[config.mk]
export PLATFORM = sky130hd
export DESIGN_NAME = fetch_sequencer_flat
export DESIGN_NICKNAME = d
export VERILOG_FILES = /design/src/rtl/fetch_sequencer_if.sv /design/src/rtl/fetch_sequencer.sv /design/src/flat_wrapper.sv
export SDC_FILE = /design/constraint.sdc
export NUM_CORES = 1
export LEC_CHECK = 0
export ABC_AREA = 1
export CAP_MARGIN = 15
export CORE_ASPECT_RATIO = 1.4
export CORE_MARGIN = 2
export CORE_UTILIZATION = 25
export CTS_BUF_LIST = sky130_fd_sc_hd__clkbuf_16
export DETAILED_ROUTE_END_ITERATION = 8
export MAX_ROUTING_LAYER = met4
export SLEW_MARGIN = 20
export SYNTH_ARGS = -nofsm -noshare
export SYNTH_HDL_FRONTEND = slang
export SYNTH_SLANG_ARGS = --single-unit
export TNS_END_PERCENT = 10
[constraint.sdc]
create_clock -name clk -period 2.5 [get_ports clk]
set_input_delay 0.5 -clock clk [delete_from_list [all_inputs] [get_ports clk]]
set_output_delay 0.5 -clock clk [all_outputs]
set_load 0.005 [all_outputs]
[src/rtl/fetch_sequencer_if.sv]
// Fetch sequencer bus bundle: instruction-memory request/response port plus the decode hand-off.
// master = sequencer side, slave = imem/decode side.
interface fetch_sequencer_if #(
  parameter int unsigned ADDR_WIDTH  = 32,
  parameter int unsigned INSTR_WIDTH = 32
);
  logic                   imem_req;
  logic [ADDR_WIDTH-1:0]  imem_addr;
  logic                   imem_gnt;
  logic                   imem_rvalid;
  logic [INSTR_WIDTH-1:0] imem_rdata;
  logic                   instr_valid;
  logic [INSTR_WIDTH-1:0] instr_data;
  logic [ADDR_WIDTH-1:0]  instr_pc;
  logic                   instr_ready;

  modport master (
    output imem_req, imem_addr, instr_valid, instr_data, instr_pc,
    input  imem_gnt, imem_rvalid, imem_rdata, instr_ready
  );

  modport slave (
    input  imem_req, imem_addr, instr_valid, instr_data, instr_pc,
    output imem_gnt, imem_rvalid, imem_rdata, instr_ready
  );
endinterface

[src/rtl/fetch_sequencer.sv]
// PC sequencer and single-outstanding imem fetch engine handing one instruction at a time to decode.
// Optional trap redirect to TRAP_VECTOR is enabled by defining FETCH_SEQ_TRAP_EN.
module fetch_sequencer #(
  parameter int unsigned           ADDR_WIDTH  = 32,
  parameter int unsigned           INSTR_WIDTH = 32,
  parameter logic [ADDR_WIDTH-1:0] TRAP_VECTOR = ADDR_WIDTH'(32'h0000_0100)
) (
  input  logic                  clk,
  input  logic                  rst_n,
  input  logic                  start,
  input  logic [ADDR_WIDTH-1:0] pc_in,
  output logic [1:0]            pc_next_sel,
  output logic [ADDR_WIDTH-1:0] branch_target_addr,
  fetch_sequencer_if.master     bus,
  input  logic                  stall_in,
  input  logic                  redirect_valid,
  input  logic [ADDR_WIDTH-1:0] redirect_addr,
`ifdef FETCH_SEQ_TRAP_EN
  input  logic                  trap_req,
`endif
  output logic [31:0]           fetch_count
);

  localparam int unsigned CNT_WIDTH = 32;
  localparam logic [1:0]  SEL_INC   = 2'b00;
  localparam logic [1:0]  SEL_LOAD  = 2'b01;
  localparam logic [1:0]  SEL_HOLD  = 2'b10;

  typedef enum logic [1:0] {S_IDLE, S_REQ, S_WAIT, S_HOLD} state_t;

  state_t                 state_q, state_d;
  logic                   flush_q, flush_d;
  logic                   valid_q, valid_d;
  logic [INSTR_WIDTH-1:0] data_q, data_d;
  logic [ADDR_WIDTH-1:0]  ipc_q, ipc_d;
  logic [ADDR_WIDTH-1:0]  btarget_q, btarget_d;
  logic [CNT_WIDTH-1:0]   count_q, count_d;

  logic                   trap_c;
  logic                   evt_c;
  logic [ADDR_WIDTH-1:0]  target_c;

  // Trap source; tied off when the trap feature is not built.
`ifdef FETCH_SEQ_TRAP_EN
  assign trap_c = trap_req;
`else
  assign trap_c = 1'b0;
`endif

  // Redirect events are ignored while idle; a trap overrides a concurrent redirect.
  assign evt_c    = (state_q != S_IDLE) && (trap_c || redirect_valid);
  assign target_c = trap_c ? TRAP_VECTOR : redirect_addr;

  assign bus.imem_addr   = pc_in;
  assign bus.instr_valid = valid_q;
  assign bus.instr_data  = data_q;
  assign bus.instr_pc    = ipc_q;
  assign fetch_count     = count_q;

  always_ff @(posedge clk or negedge rst_n) begin
    if (!rst_n) begin
      state_q   <= S_IDLE;
      flush_q   <= 1'b0;
      valid_q   <= 1'b0;
      data_q    <= '0;
      ipc_q     <= '0;
      btarget_q <= '0;
      count_q   <= '0;
    end else begin
      state_q   <= state_d;
      flush_q   <= flush_d;
      valid_q   <= valid_d;
      data_q    <= data_d;
      ipc_q     <= ipc_d;
      btarget_q <= btarget_d;
      count_q   <= count_d;
    end
  end

  always_comb begin
    state_d            = state_q;
    flush_d            = flush_q;
    valid_d            = valid_q;
    data_d             = data_q;
    ipc_d              = ipc_q;
    btarget_d          = btarget_q;
    count_d            = count_q;
    pc_next_sel        = SEL_HOLD;
    branch_target_addr = btarget_q;
    bus.imem_req       = 1'b0;

    // Redirect outranks every per-state action, including a pending decode accept.
    if (evt_c) begin
      pc_next_sel        = SEL_LOAD;
      branch_target_addr = target_c;
      btarget_d          = target_c;
      valid_d            = 1'b0;
    end

    unique case (state_q)
      S_IDLE: begin
        if (start) state_d = S_REQ;
      end

      S_REQ: begin
        bus.imem_req = !stall_in && !evt_c;
        if (bus.imem_req && bus.imem_gnt) begin
          ipc_d   = pc_in;
          state_d = S_WAIT;
        end
      end

      S_WAIT: begin
        if (evt_c) begin
          if (bus.imem_rvalid) begin
            flush_d = 1'b0;
            state_d = S_REQ;
          end else begin
            flush_d = 1'b1;
          end
        end else if (bus.imem_rvalid) begin
          if (flush_q) begin
            flush_d = 1'b0;
            state_d = S_REQ;
          end else begin
            data_d  = bus.imem_rdata;
            valid_d = 1'b1;
            state_d = S_HOLD;
          end
        end
      end

      S_HOLD: begin
        if (evt_c) begin
          state_d = S_REQ;
        end else if (bus.instr_ready) begin
          pc_next_sel = SEL_INC;
          valid_d     = 1'b0;
          count_d     = (count_q == '1) ? count_q : count_q + CNT_WIDTH'(1);
          state_d     = S_REQ;
        end
      end

      default: state_d = S_IDLE;
    endcase
  end

endmodule

[src/flat_wrapper.sv]
// flat-port wrapper written by rule: the top's interface ports become plain ports
module fetch_sequencer_flat 
#(
  parameter int unsigned           ADDR_WIDTH  = 32,
  parameter int unsigned           INSTR_WIDTH = 32,
  parameter logic [ADDR_WIDTH-1:0] TRAP_VECTOR = ADDR_WIDTH'(32'h0000_0100)
)
  (clk, rst_n, start, pc_in, pc_next_sel, branch_target_addr, stall_in, redirect_valid, redirect_addr, fetch_count, bus_imem_req, bus_imem_addr, bus_instr_valid, bus_instr_data, bus_instr_pc, bus_imem_gnt, bus_imem_rvalid, bus_imem_rdata, bus_instr_ready);
  fetch_sequencer_if #(.ADDR_WIDTH(ADDR_WIDTH), .INSTR_WIDTH(INSTR_WIDTH)) bus_i ();
  input  logic clk;
  input  logic rst_n;
  input  logic start;
  input  logic [ADDR_WIDTH-1:0] pc_in;
  output logic [1:0] pc_next_sel;
  output logic [ADDR_WIDTH-1:0] branch_target_addr;
  input  logic stall_in;
  input  logic redirect_valid;
  input  logic [ADDR_WIDTH-1:0] redirect_addr;
  output logic [31:0] fetch_count;
  output wire logic [$bits(bus_i.imem_req)-1:0] bus_imem_req;
  output wire logic [$bits(bus_i.imem_addr)-1:0] bus_imem_addr;
  output wire logic [$bits(bus_i.instr_valid)-1:0] bus_instr_valid;
  output wire logic [$bits(bus_i.instr_data)-1:0] bus_instr_data;
  output wire logic [$bits(bus_i.instr_pc)-1:0] bus_instr_pc;
  input wire logic [$bits(bus_i.imem_gnt)-1:0] bus_imem_gnt;
  input wire logic [$bits(bus_i.imem_rvalid)-1:0] bus_imem_rvalid;
  input wire logic [$bits(bus_i.imem_rdata)-1:0] bus_imem_rdata;
  input wire logic [$bits(bus_i.instr_ready)-1:0] bus_instr_ready;
  assign bus_imem_req = bus_i.imem_req;
  assign bus_imem_addr = bus_i.imem_addr;
  assign bus_instr_valid = bus_i.instr_valid;
  assign bus_instr_data = bus_i.instr_data;
  assign bus_instr_pc = bus_i.instr_pc;
  assign bus_i.imem_gnt = bus_imem_gnt;
  assign bus_i.imem_rvalid = bus_imem_rvalid;
  assign bus_i.imem_rdata = bus_imem_rdata;
  assign bus_i.instr_ready = bus_instr_ready;
  fetch_sequencer #(.ADDR_WIDTH(ADDR_WIDTH), .INSTR_WIDTH(INSTR_WIDTH), .TRAP_VECTOR(TRAP_VECTOR)) u_core (.clk(clk), .rst_n(rst_n), .start(start), .pc_in(pc_in), .pc_next_sel(pc_next_sel), .branch_target_addr(branch_target_addr), .bus(bus_i), .stall_in(stall_in), .redirect_valid(redirect_valid), .redirect_addr(redirect_addr), .fetch_count(fetch_count));
endmodule
Yosys cells after proc, flatten, opt, wreduce, memory -nomap -nowiden

Cells that the tools add are included.

Reductions and logical operators: 13
Equal/unequal tests: 8
Multiplexer cells: 25
Bitwise operators: 3
Add/subtract/negate cells: 1

Operators with widths:

| kind                    | count |
|---|---|
| $add A32 B1 Y32 const B | 1 |
| $eq A32 B32 Y1 const B  | 1 |
| $mux W32                | 1 |
| $mux W2                 | 12 |
| $reduce_and A4 Y1       | 3 |
| $mux W1                 | 10 |
| $pmux W2 S4             | 1 |
| $eq A2 B2 Y1 const B    | 2 |
| $ne A2 B2 Y1 const B    | 2 |
| $reduce_and A2 Y1       | 2 |
| $reduce_bool A2 Y1      | 2 |
| $logic_and A1 B1 Y1     | 3 |
| $ne A3 B2 Y1 const B    | 1 |
| $not A1 Y1              | 3 |
| $eq A2 B1 Y1 const B    | 1 |
| $logic_not A1 Y1        | 2 |
| $logic_not A2 Y1        | 1 |
| $ne A2 B1 Y1 const B    | 1 |
| $pmux W1 S2             | 1 |

Logic and storage cells: 57
Input bits: 104
Register bits after elaboration: 132
Output and inout port bits: 164

Logic depth before layout (Yosys ltp)

Word-level depth: 7
Gate-level depth with buffers: 12
Gate-level depth less buffers: 10

Worst setup path before layout

Ideal clock, no wire load.

Path kind: reg2out
Start: reg u_core.state_q[0]
End: out branch_target_addr[23]
Cell stages (with the launch flop): 8
Arrival: 1490 ps
Path slack: 510 ps
Path buffers: 2
Path through: dfrtp_1 > inv_1 > ha_1 > nor2_1 > buf_2 > buf_1 > nand2_1 > nand2_1

Cells in the longest elaborated chain, start to end: 3

RTL lines:

| item                   | line                  | text |
|---|---|---|
| from (decl)            | fetch_sequencer.sv:31 | `state_t state_q, state_d;` |
| from (signal assigned) | fetch_sequencer.sv:70 | `state_q <= state_d;` |
| $reduce_bool A2 Y1     | fetch_sequencer.sv:51 | `assign evt_c = (state_q != S_IDLE) && (trap_c \|\| redirect_valid);` |
| $logic_and A1 B1 Y1    | fetch_sequencer.sv:51 |  |
| $mux W32               | fetch_sequencer.sv:93 | `if (evt_c) begin` |
| to (decl)              | flat_wrapper.sv:15    | `output logic [ADDR_WIDTH-1:0] branch_target_addr;` |

No other way between the ends.

Worst setup path after layout

Start: reg u_core.state_q[0]
End: out branch_target_addr[10]

The elaborated chain is that of the path after synthesis.

==> impl_metrics.yaml <==
cells_and_area:
  stdcell_count: 1422
  register_area_um2: 3303
  area_growth_pct: 57.56
  multiInputGateArea_um2: 2723
  finalNetCount: 1199
  fillCellCount: 2548
  drive_above_1_share_pct: 10.71
critical_path:
  critPathTopFamily: "buffers and inverters"
  crit_chain: "inv_2, ha_4, nor2_4, buf_4, inv_8, buf_12, nand2_1, nand2_1, clkdlybuf4s50_1"
  cp-end-kind: "primary output"
  worst_r2r_endpoint: "u_core.bus.instr_pc[28]"
  cpMostUsedCell: "nand2_1"
  crit_path_end: "branch_target_addr[10]"
  path_buf_inv: 5
  critPathLaunch: "u_core.state_q[0]"
  critPathArrivalTime_ps: 2120
  cp_slowest_cell: "clkdlybuf4s50_1"
  crit_fanout: 14
  r2r_cells: 11
  cp_slowest_stage_delay_ps: 490
  worst-path-stages: 9
  worstSetupPathType: "register to primary output"
  worstSetupStartpointType: "register"
  reg2reg_slack_ps: 350
  critPathRequiredTime_ps: 2000
  r2r_start: "u_core.state_q[0]"
placement:
  hpwl_mm: 15.79
  place.gp.congestion: 0.8901
  io_buffer_count: 267
  place_inst: 1375
timing:
  finalMaxSlewViolations: 0
  fmax_ghz: 0.3817
  fin_crit_sh_pct: 104.8
  tns_ps: -631.6
  fin_ws_ps: -120.1
  tightestPinTransition_ps: 415.0
  setup_violations: 10
  period_needed_ps: 2620
  finalHoldViolCount: 0
  slew-limit-headroom_pct: 72.33
  clock_skew_ps: 11.66
  grt_setup_unrepaired: "yes"
routing:
  drc: 0
  drt_iter0_markers: 276
  ant_nets: 0
  routed_wirelength_mm: 21.70
  dr.pass1.iters: 4
  wire_per_inst_um: 15.26
  vias_per_cell: 4.410
  vias: 6271
cts:
  cts_made_buffers: 17
  clockBufferDepth: 2
  insertion_delay_ps: 430
  cts-root-buf: "clkbuf_16"
  clock-sinks: 132
  cts.htree.levels: 4
  clk_pin_slew_ps: 70
  cts_tree: "done"
flow_run:
  cap_violations: 0
die:
  die-width_um: 140.3
  rows: 69
  start_util_pct: 25.51
  die_area_um2: 27310
  coreArea_um2: 25470
  ioPinCount: 268
  fp.dieH_um: 194.8
outcome:
  failed_checks: "setup timing"
  status: "complete, but fails checks"
power:
  power_uw: 9445
  ir_drop_mv: 0.5114
  power.density_nw_per_um2: 922.6
  leakage_uw: 0.004965
yosys:
  synthCells: 823
  ys_seq_area_share_pct: 50.84
  syn_area_um2: 6497
  synth.largest_area_cell: "dfrtp_1"
  yosysUniqueCellTypes: 33
  synth.cells.most_frequent: "404 x nand2_1, 132 x dfrtp_1, 70 x nand3_1"
  ys_seq_elements: 132
  synthArstFlopShare_pct: 100.0
  netlist.area_leader.share_pct: 50.84
  synth-edff-count: 0
  synth.area.top_cells: "dfrtp_1 51%, nand2_1 23%, nand3_1 5.4%, buf_4 3.7%, nor2_1 2.9%"
  ys.flop_type: "dfrtp_1"
  syn_nets: 933
  avgSynthCellArea_um2: 7.895
  synth_warnings: 0
  synth_most_common_cell: "nand2_1"
grt:
  grt_pass1_vias: 6318
  antenna_found_initial: 1
  grt_max_degree: 53
  track_usage_pct: 16.64
  grt-ovfl-total: 0
  grt_pass1_wl_mm: 34.40
min_path:
  min-delay-start: "u_core.btarget_q[31]"
  hp-class: "register to register"
logic make-up after synthesis:
kind of cell	after synthesis	synth area share (%)
AOI/OAI and AO/OA	9	0.7701
adders and majority gates	6	1.155
xor gates and xnor gates	13	1.752
buffers and inverters	88	7.741
DFF	132	50.84
and+or+nand+nor	575	37.74
cell usage in the layout (no fill, tap or decap), drive strengths merged, types with 2 or more instances in the layout:
cell	instances
buf	44
clkbuf	18
clkdlybuf4s50	236
clkinv	3
dfrtp	132
dlygate4sd2	21
dlymetal6s2s	9
ha	6
inv	33
nand2	428
nand3	71
nand3b	14
nand4	3
nor2	55
nor3	2
o21ai	6
xnor2	8
xor2	5
worst reg2reg max path, delay by kind of cell, from the launching register on:
| family | cells | cell delay, ps |
|---|---|---|
| buf+inv | 5 | 990 |
| simple gates | 5 | 490 |
| flops | 1 | 400 |
| fa+ha+maj | 1 | 160 |
layout make-up:
cell class	count	share of cell area, %
clock buffer	17	4.155
antenna	1	0.02444
timing repair buffer	312	30.53
sequential	132	32.27
multi-input combinational	603	26.60
inverter	23	0.9655
clock inverter	15	1.564
tap	319	3.899
report_power, final:
group	switching [µW]	total (µW)	leakage (µW)	internal [µW]
Sequential	359	3230	0.00170	2880
Combinational	1590	3660	0.00298	2070
Clock	1130	2550	0.000289	1420
state kept, by name, indices dropped and copies added, names as in the netlist:
signal	cells
u_core.btarget_q	32
u_core.bus.instr_data	32
u_core.bus.instr_pc	32
u_core.fetch_count	32
u_core.state_q	2
u_core.bus.instr_valid	1
u_core.flush_q	1
metrics by stage:
step / setup slack, ps / hold slack [ps] / cell area, µm² / util, %
floorplan: 510.5 / 204.4 / 6497 / -
CTS: -216.0 / 466.6 / 10130 / 39.76
finish: -120.1 / 464.4 / 10240 / 40.20
detailed placement: -88.63 / 456.8 / 9470 / 37.19
global route: -239.2 / 484.4 / 10240 / 40.20
global placement: -96.44 / 451.2 / 9470 / 37.19
what timing repair did:
item / 4_1_cts / 5_1_grt
cloned: 1 / 1
pin swaps: 1 / 1
buffers inserted: 4 / 7
hold buffers: 1 / 0
hold endpoints to repair: 31 / 0
resized for setup: 29 / 14
endpoints found under the setup margin: 35 / 34
worst min path at each step:
stage	cells past startpoint	slack, ps	endpoint
after floorplan	0	200	u_core.btarget_q[0]
after global placement	2	450	u_core.btarget_q[14]
after detailed placement	1	460	u_core.fetch_count[15]
after CTS	2	470	u_core.btarget_q[31]
after global routing	2	480	u_core.btarget_q[31]
final	2	460	u_core.btarget_q[31]
per-layer routing:
layer / track usage [%] / wire length (µm)
met5: - / 0
met2: 28.45 / 11170
met3: 4.607 / 1347
met4: 6.285 / 447
met1: 18.42 / 8734
No activity file was read; power rests on OpenSTA's default activity.
